<file path="config.mk">
export PLATFORM = sky130hd
export DESIGN_NAME = readout_sequencer
export DESIGN_NICKNAME = d
export VERILOG_FILES = /design/src/rtl/readout_sequencer_pkg.sv /design/src/rtl/readout_sequencer_next_idx.sv /design/src/rtl/readout_sequencer.sv
export SDC_FILE = /design/constraint.sdc
export NUM_CORES = 1
export LEC_CHECK = 0
export ABC_AREA = 1
export CORE_MARGIN = 3
export CORE_UTILIZATION = 40
export CTS_CLUSTER_DIAMETER = 60
export DETAILED_ROUTE_END_ITERATION = 16
export PLACE_DENSITY = 0.72
export SETUP_SLACK_MARGIN = 0.4
export SLEW_MARGIN = 25
export SYNTH_ARGS = -nofsm -noshare
export SYNTH_HDL_FRONTEND = slang
export SYNTH_SLANG_ARGS = --single-unit
</file>
<file path="constraint.sdc">
create_clock -name i_clk -period 2.5 [get_ports i_clk]
set_input_delay 0.5 -clock i_clk [delete_from_list [all_inputs] [get_ports i_clk]]
set_output_delay 0.5 -clock i_clk [all_outputs]
set_load 0.01 [all_outputs]
</file>
<file path="src/rtl/readout_sequencer_pkg.sv">
// Shared frame geometry, derived widths and FSM state encoding for the readout sequencer.
// Widths are derived from the frame geometry so that changing N_WORDS or WORD_W is enough to retarget the block.
package readout_sequencer_pkg;

    localparam int N_WORDS = 16;
    localparam int WORD_W  = 12;
    localparam int SEL_W   = $clog2(N_WORDS);
    localparam int CNT_W   = $clog2(WORD_W);

    typedef enum logic [1:0] {
        ST_IDLE,
        ST_LOAD,
        ST_SHIFT,
        ST_CLEAR
    } state_t;

endpackage

</file>
<file path="src/rtl/readout_sequencer_next_idx.sv">
// Combinational search for the lowest set mask bit above the current word index.
// Zero latency. No flow control: o_found is low when no later word is enabled.
module next_enabled_idx
    import readout_sequencer_pkg::*;
#(
    parameter int N     = N_WORDS,
    parameter int IDX_W = SEL_W
) (
    input  logic [N-1:0]     i_mask,
    input  logic [IDX_W-1:0] i_idx,
    output logic [IDX_W-1:0] o_idx,
    output logic             o_found
);

    // Scan from the top down so the last hit written is the smallest qualifying index.
    always_comb begin
        o_idx   = '0;
        o_found = 1'b0;
        for (int i = N - 1; i >= 0; i--) begin
            if (i_mask[i] && (IDX_W'(i) > i_idx)) begin
                o_found = 1'b1;
                o_idx   = IDX_W'(i);
            end
        end
    end

endmodule

</file>
<file path="src/rtl/readout_sequencer.sv">
// Frame sequencer: on a trigger rising edge, loads and shifts out each enabled word MSB first, then clears.
// LOAD one cycle after the edge, 13 cycles per word; edges while busy are dropped and flagged as overrun.
module readout_sequencer #(
    parameter int N_WORDS = readout_sequencer_pkg::N_WORDS,
    parameter int WORD_W  = readout_sequencer_pkg::WORD_W
) (
    input  logic                       i_clk,
    input  logic                       i_reset,
    input  logic                       i_trigger,
    input  logic [N_WORDS-1:0]         i_ch_mask,
    input  logic                       i_clear_overrun,
    output logic [$clog2(N_WORDS)-1:0] o_sel,
    output logic                       o_sl,
    output logic                       o_sout_valid,
    output logic                       o_frame_start,
    output logic                       o_frame_end,
    output logic                       o_busy,
    output logic                       o_clr,
    output logic                       o_overrun
);

    import readout_sequencer_pkg::*;

    localparam int                  SEL_BITS = $clog2(N_WORDS);
    localparam int                  CNT_BITS = $clog2(WORD_W);
    localparam logic [CNT_BITS-1:0] LAST_BIT = CNT_BITS'(WORD_W - 1);

    state_t              r_state;
    state_t              w_state_nxt;
    logic                r_trig_q;
    logic [N_WORDS-1:0]  r_mask;
    logic [N_WORDS-1:0]  w_mask_nxt;
    logic [SEL_BITS-1:0] r_sel;
    logic [SEL_BITS-1:0] w_sel_nxt;
    logic [CNT_BITS-1:0] r_cnt;
    logic [CNT_BITS-1:0] w_cnt_nxt;
    logic                r_overrun;
    logic                w_edge;
    logic                w_busy;
    logic                w_found;
    logic [SEL_BITS-1:0] w_next_idx;

    next_enabled_idx #(
        .N     (N_WORDS),
        .IDX_W (SEL_BITS)
    ) u_next_idx (
        .i_mask  (r_mask),
        .i_idx   (r_sel),
        .o_idx   (w_next_idx),
        .o_found (w_found)
    );

    assign w_edge = i_trigger & ~r_trig_q;
    assign w_busy = (r_state != ST_IDLE);

    always_ff @(posedge i_clk) begin
        if (i_reset) begin
            r_state   <= ST_IDLE;
            r_trig_q  <= 1'b0;
            r_mask    <= N_WORDS'(1);
            r_sel     <= '0;
            r_cnt     <= '0;
            r_overrun <= 1'b0;
        end else begin
            r_state  <= w_state_nxt;
            r_trig_q <= i_trigger;
            r_mask   <= w_mask_nxt;
            r_sel    <= w_sel_nxt;
            r_cnt    <= w_cnt_nxt;
            // A new overrun event takes priority over a simultaneous clear request.
            if (w_edge && w_busy) begin
                r_overrun <= 1'b1;
            end else if (i_clear_overrun) begin
                r_overrun <= 1'b0;
            end
        end
    end

    always_comb begin
        w_state_nxt   = r_state;
        w_mask_nxt    = r_mask;
        w_sel_nxt     = r_sel;
        w_cnt_nxt     = r_cnt;
        o_sl          = 1'b1;
        o_sout_valid  = 1'b0;
        o_frame_start = 1'b0;
        o_frame_end   = 1'b0;
        o_clr         = 1'b0;

        case (r_state)
            ST_IDLE: begin
                w_sel_nxt = '0;
                w_cnt_nxt = '0;
                if (w_edge) begin
                    w_state_nxt = ST_LOAD;
                    // Word 0 carries the time stamp and is always sent.
                    w_mask_nxt  = i_ch_mask | N_WORDS'(1);
                end
            end
            ST_LOAD: begin
                o_frame_start = (r_sel == '0);
                w_cnt_nxt     = '0;
                w_state_nxt   = ST_SHIFT;
            end
            ST_SHIFT: begin
                o_sl         = 1'b0;
                o_sout_valid = 1'b1;
                w_cnt_nxt    = r_cnt + 1'b1;
                if (r_cnt == LAST_BIT) begin
                    if (w_found) begin
                        w_state_nxt = ST_LOAD;
                        w_sel_nxt   = w_next_idx;
                    end else begin
                        w_state_nxt = ST_CLEAR;
                    end
                end
            end
            ST_CLEAR: begin
                o_clr       = 1'b1;
                o_frame_end = 1'b1;
                w_sel_nxt   = '0;
                w_state_nxt = ST_IDLE;
            end
            default: begin
                w_state_nxt = ST_IDLE;
            end
        endcase
    end

    assign o_sel     = r_sel;
    assign o_busy    = w_busy;
    assign o_overrun = r_overrun;

endmodule
</file>
# Word-level counts from Yosys, hierarchy flattened
# Index checks and enable logic that the tools add are counted.
dict set report op_classes {
  add_sub_neg 1
  order_cmp 16
  eq_ne 7
  n_mux 46
  bitwise_logic 2
  n_reduce_logical 27
}
# operator count
set op_table {}
lappend op_table {{2-to-1 mux 4 bit} 18}
lappend op_table {{> comparator 4 bit, first input constant} 8}
lappend op_table {{2-to-1 mux 1 bit} 22}
lappend op_table {{> comparator 3 x 4 -> 1 bit, first input constant} 4}
lappend op_table {{logical AND 1 bit} 16}
lappend op_table {{case mux 4 bit (2 select lines)} 2}
lappend op_table {{> comparator 1 x 4 -> 1 bit, first input constant} 2}
lappend op_table {{> comparator 2 x 4 -> 1 bit, first input constant} 2}
lappend op_table {{case mux 2 bit (4 select lines)} 1}
lappend op_table {{nonzero test 2 bit} 4}
lappend op_table {{2-to-1 mux 2 bit} 3}
lappend op_table {{adder 4 x 1 -> 4 bit, second input constant} 1}
lappend op_table {{== test 2 bit, second input constant} 2}
lappend op_table {{== test 4 bit, second input constant} 1}
lappend op_table {{zero test 4 bit} 1}
lappend op_table {{!= test 2 bit, second input constant} 2}
lappend op_table {{AND reduction 2 bit} 2}
lappend op_table {{OR reduction 2 bit} 2}
lappend op_table {{AND reduction 3 bit} 1}
lappend op_table {{== test 2 x 1 -> 1 bit, second input constant} 1}
lappend op_table {{zero test 2 bit} 1}
lappend op_table {{!= test 2 x 1 -> 1 bit, second input constant} 1}
lappend op_table {{bitwise AND 1 bit} 1}
lappend op_table {{NOT 1 bit} 1}
dict set report totals {
  regBits 27
}

# Depth between registers and ports, before layout
dict set report logic_depth {
  ltp_word 21
  mapped_depth 18
}

# Cells and area by module
# Synthesis repeated with hierarchy kept, for this count alone.
dict set report unflattened {
  cells_unflattened 233
  hier_area_um2 1715.4
}
# mod n_inst cells_each area_each_um2 seq_area_each_um2
set by_module_without_submodules {}
lappend by_module_without_submodules {readout_sequencer 1 160 1397.6 540.5}
lappend by_module_without_submodules {next_enabled_idx 1 73 317.8 0.0}

# Worst setup path after synthesis
# Ideal clock, no wire load.
dict set report synth_timing {
  path_type {reg-to-reg}
  from {register r_sel[2], in the netlist o_sel[2]}
  to {register r_sel[2], in the netlist o_sel[2]}
  setup_time_ns 0.130
  arrival_ns 1.618
  required_ns 2.370
  slack_ns 0.752
  stages_incl_launch_ff 12
  cell_sequence {dfxtp_1 > buf_2 > inv_1 > o211ai_1 > nand2_1 > nor2_2 > nand3_1 > nand3b_2 > nand2_4 > nor2_1 > a21oi_1 > nor2_1}
}
dict set report synth_via {
  elab_chain_cells 21
  elab_cells_between_ends 68
}
# element line_no
set synth_lines {}
lappend synth_lines {{start, declared} readout_sequencer.sv:33} ;# logic [SEL_BITS-1:0] r_sel;
lappend synth_lines {{start signal, assigned} readout_sequencer.sv:68} ;# r_sel <= w_sel_nxt;
lappend synth_lines {{> comparator 4 bit} readout_sequencer_next_idx.sv:20} ;# if (i_mask[i] && (IDX_W'(i) > i_idx)) begin
lappend synth_lines {{logical AND 1 bit} readout_sequencer_next_idx.sv:20}
lappend synth_lines {{2-to-1 mux 4 bit (16 in a row)} readout_sequencer_next_idx.sv:20}
lappend synth_lines {{2-to-1 mux 4 bit} readout_sequencer.sv:110} ;# if (w_found) begin
lappend synth_lines {{2-to-1 mux 4 bit} readout_sequencer.sv:109} ;# if (r_cnt == LAST_BIT) begin
lappend synth_lines {{case mux 4 bit (2 select lines)} readout_sequencer.sv:90} ;# case (r_state)
# Several ways; a longest one is shown, not always the timed one. The select of a mux whose other input is x is not followed.
# A chain may end at the register's enable or synchronous reset.

# Worst setup path in the final report
dict set report layout_timing {
  from {register r_state[1]}
  to {output port o_frame_start}
}
dict set report layout_via {
  elab_chain_cells 2
}
# element line_no
set layout_lines {}
lappend layout_lines {{start, declared} readout_sequencer.sv:28} ;# state_t r_state;
lappend layout_lines {{start signal, assigned} readout_sequencer.sv:65} ;# r_state <= w_state_nxt;
lappend layout_lines {{== test 2 x 1 -> 1 bit} readout_sequencer.sv:90}
lappend layout_lines {{2-to-1 mux 1 bit} readout_sequencer.sv:90}
lappend layout_lines {{end, declared} readout_sequencer.sv:15} ;# output logic o_frame_start,
# Every way passes these cells.

==> results.ini <==
[run_status]
outcome = finished clean

[synthesis]
async_reset_ff_share_pct = 0
avgSynthCellArea_um2 = 6.92
synth_edf_count = 0
ys_warn_count = 0
synth-main-ff-cell = dfxtp_1
synth_area_um2 = 1450
ys_seq_area_share_pct = 37.4
ys_ff_latch = 27
synth_nets = 235
synthDistinctLibCells = 28
syn-instance-count = 209

[min_path]
min_path_type = reg2reg
min_path_cells = 2

[critical_path]
end_kind = primary output
path_max_fanout = 4
slowest_stage = dfxtp_2
worstPathRequired_ns = 2.00
worst-path-stages = 4
crit_chain = inv_1, ha_1, and3_1, dlygate4sd2_1
critPathArrivalTime_ns = 1.49
startpoint_type = flip-flop
slowest_delay_ns = 0.40
criticalPathCategory = reg2out
ff2ff_path_depth = 12
path_delay_family = flip-flops
cp_num_buf_inv = 2

[global_route]
grt_max_degree = 20
first_global_vias = 1278
grt_antenna_before_repair = 0
grtUsageTotal_pct = 16.2
grt_overflow = 0
grt_pass1_wl_um = 5610

[place]
portBuffers = 29
gp_congestion = 0.852
hpwlAfterDp_um = 2360

[die]
start_util_pct = 42.3
die_h_um = 66.1
ios = 31
die_w_um = 66.1
core_um2 = 3420
rows = 21
die_area_um2 = 4370

[clock_network]
htree_levels = 1
clk_path_buf_depth = 2
clock-sinks = 27
clkSlewWorstSetupHoldPaths_ns = 0.15
cts_inserted_buffers = 3
clk_latency_ns = 0.33
clock-root-buffer = clkbuf_4
cts_setup_buffers = 0
cts_tree = yes

[routing]
drc = 0
via_per_inst = 4.85
drt-wirelength-per-cell_um = 11.0
routed-via-count = 1373
wl_um = 3120
final_antenna_net_count = 0
drtIter0Drc = 43
dr.pass1.iters = 4

[timing]
relSlewSlack_pct = 63.3
clock_skew_ns = 0.00745
fin_crit_ns = 1.99
fin_tns_setup_ns = 0
hold_viol = 0
rsz0062_at_grt = false
finalSetupViolCount = 0
whs_ns = 0.464
drv_slew = 0
tightest_slew_ns = 0.550
fin_crit_sh_pct = 79.6
max_freq_ghz = 0.502

[run]
maxCapViolCount = 0

[power]
power.leakage_nw = 0.817
power_mw = 1.68
ir_worst_vdd_mv = 0.382
p_per_area_nw_per_um2 = 913

[final_layout]
syn2layout_area_growth_pct = 27.4
diodes = 0
final_nets = 264
final_layout_size_suffix_gt1_share_pct = 10.1

## path summary, 6_finish.rpt
check             start             to  slack, ns
max          r_state[1]  o_frame_start       0.51
min           r_mask[8]      r_mask[8]       0.46
max reg2reg    o_sel[2]       o_sel[2]       0.57
min reg2reg   r_mask[8]      r_mask[8]       0.46
## area by class of cell
type                       instances  area [um^2]
multi-input combinational        147          797
clock buffer                       3         22.5
sequential                        27          548
tap                               46         57.6
inverter                          28          105
timing repair buffer              31          308
fill                             369         1570
clock inverter                     1         5.00
## timing repair
action,in CTS,in global routing
hold buffers,0,0
gates resized for setup,11,4
endpoints found under the setup margin,4,6
pin swaps,0,0
## per-stage QoR
stage               instance area (um^2)  setup slack, ns  util, %  std cells
floorplan                           1450            0.752        -        209
global route                        1840            0.409     54.0        283
CTS                                 1830            0.400     53.7        283
detailed placement                  1780            0.425     52.1        279
global placement                    1780            0.447     52.1        279
finish                              1840            0.509     54.0        283
## kinds of logic (layout without fill, tap and decap cells)
| group | count (synthesis) | after routing | share of synthesized area (%) |
|---|---|---|---|
| compound gates | 42 | 42 | 17.0 |
| fa+ha+maj | 6 | 6 | 5.19 |
| buf+inv | 35 | 63 | 9.43 |
| flops | 27 | 27 | 37.4 |
| simple gates | 99 | 99 | 31.0 |
## placed cells by master (no fill, tap or decap), types with 2 or more instances in the layout
| cell | n |
|---|---|
| dlymetal6s2s_1 | 2 |
| nor2_1 | 20 |
| dfxtp_2 | 3 |
| buf_4 | 2 |
| inv_1 | 26 |
| dfxtp_1 | 23 |
| inv_2 | 2 |
| o211ai_1 | 5 |
| dlygate4sd2_1 | 2 |
| nor2_2 | 3 |
| o31ai_1 | 2 |
| a21oi_1 | 21 |
| a21oi_2 | 2 |
| ha_4 | 2 |
| and3_1 | 2 |
| nor3_1 | 5 |
| clkbuf_4 | 3 |
| nand3_1 | 19 |
| nand2_1 | 43 |
| clkdlybuf4s50_1 | 25 |
| o21ai_0 | 9 |
| ha_1 | 4 |
## cells in the mapped netlist, types with 2 or more instances
cell	number	area share, %
nor2_1	21	5.5
nand2_1	43	11
ha_1	6	5.2
a21oi_2	2	1.2
nand3_1	19	6.6
clkbuf_1	5	1.3
o31ai_1	2	1.0
dfxtp_1	27	37
nor2_2	2	0.86
inv_1	27	7.0
nor3_1	5	1.7
a21oi_1	21	7.3
o21ai_0	9	3.1
o211ai_1	5	2.6
and3_1	2	0.86
## registers in the layout, summed over array words and instances, names as in the netlist
signal and flops:
r_state 2, r_mask 15, r_cnt 4, r_trig_q 1, o_sel 4, o_overrun 1
## worst register-to-register path, cell delays in order, from the launching register on
cell and delay [ns]:
dfxtp_1 0.55, nand2_2 0.13, inv_1 0.09, nand2_1 0.07
nand2_1 0.08, nand2_1 0.06, nor2_2 0.11, nor3b_2 0.26
nand3b_2 0.16, nand2_4 0.12, nor2_1 0.05, a21oi_1 0.11
nor2_1 0.05
## routing by layer
metal	vias to the layer above	GRT usage [%]	routed length, um	share of wire [%]
li1	741	-	-	-
met1	604	22.5	1580	51
met2	24	25.7	1400	45
met3	4	2.04	98	3.1
met4	0	5.33	41	1.3
met5	-	0	0	0
## power breakdown
group          internal (mW)  switching (mW)  leakage [nW]
registers              0.523          0.0820         0.223
clock network         0.0601           0.132        0.0177
logic                  0.382           0.505         0.576
Power figures use the tool's default switching activity.
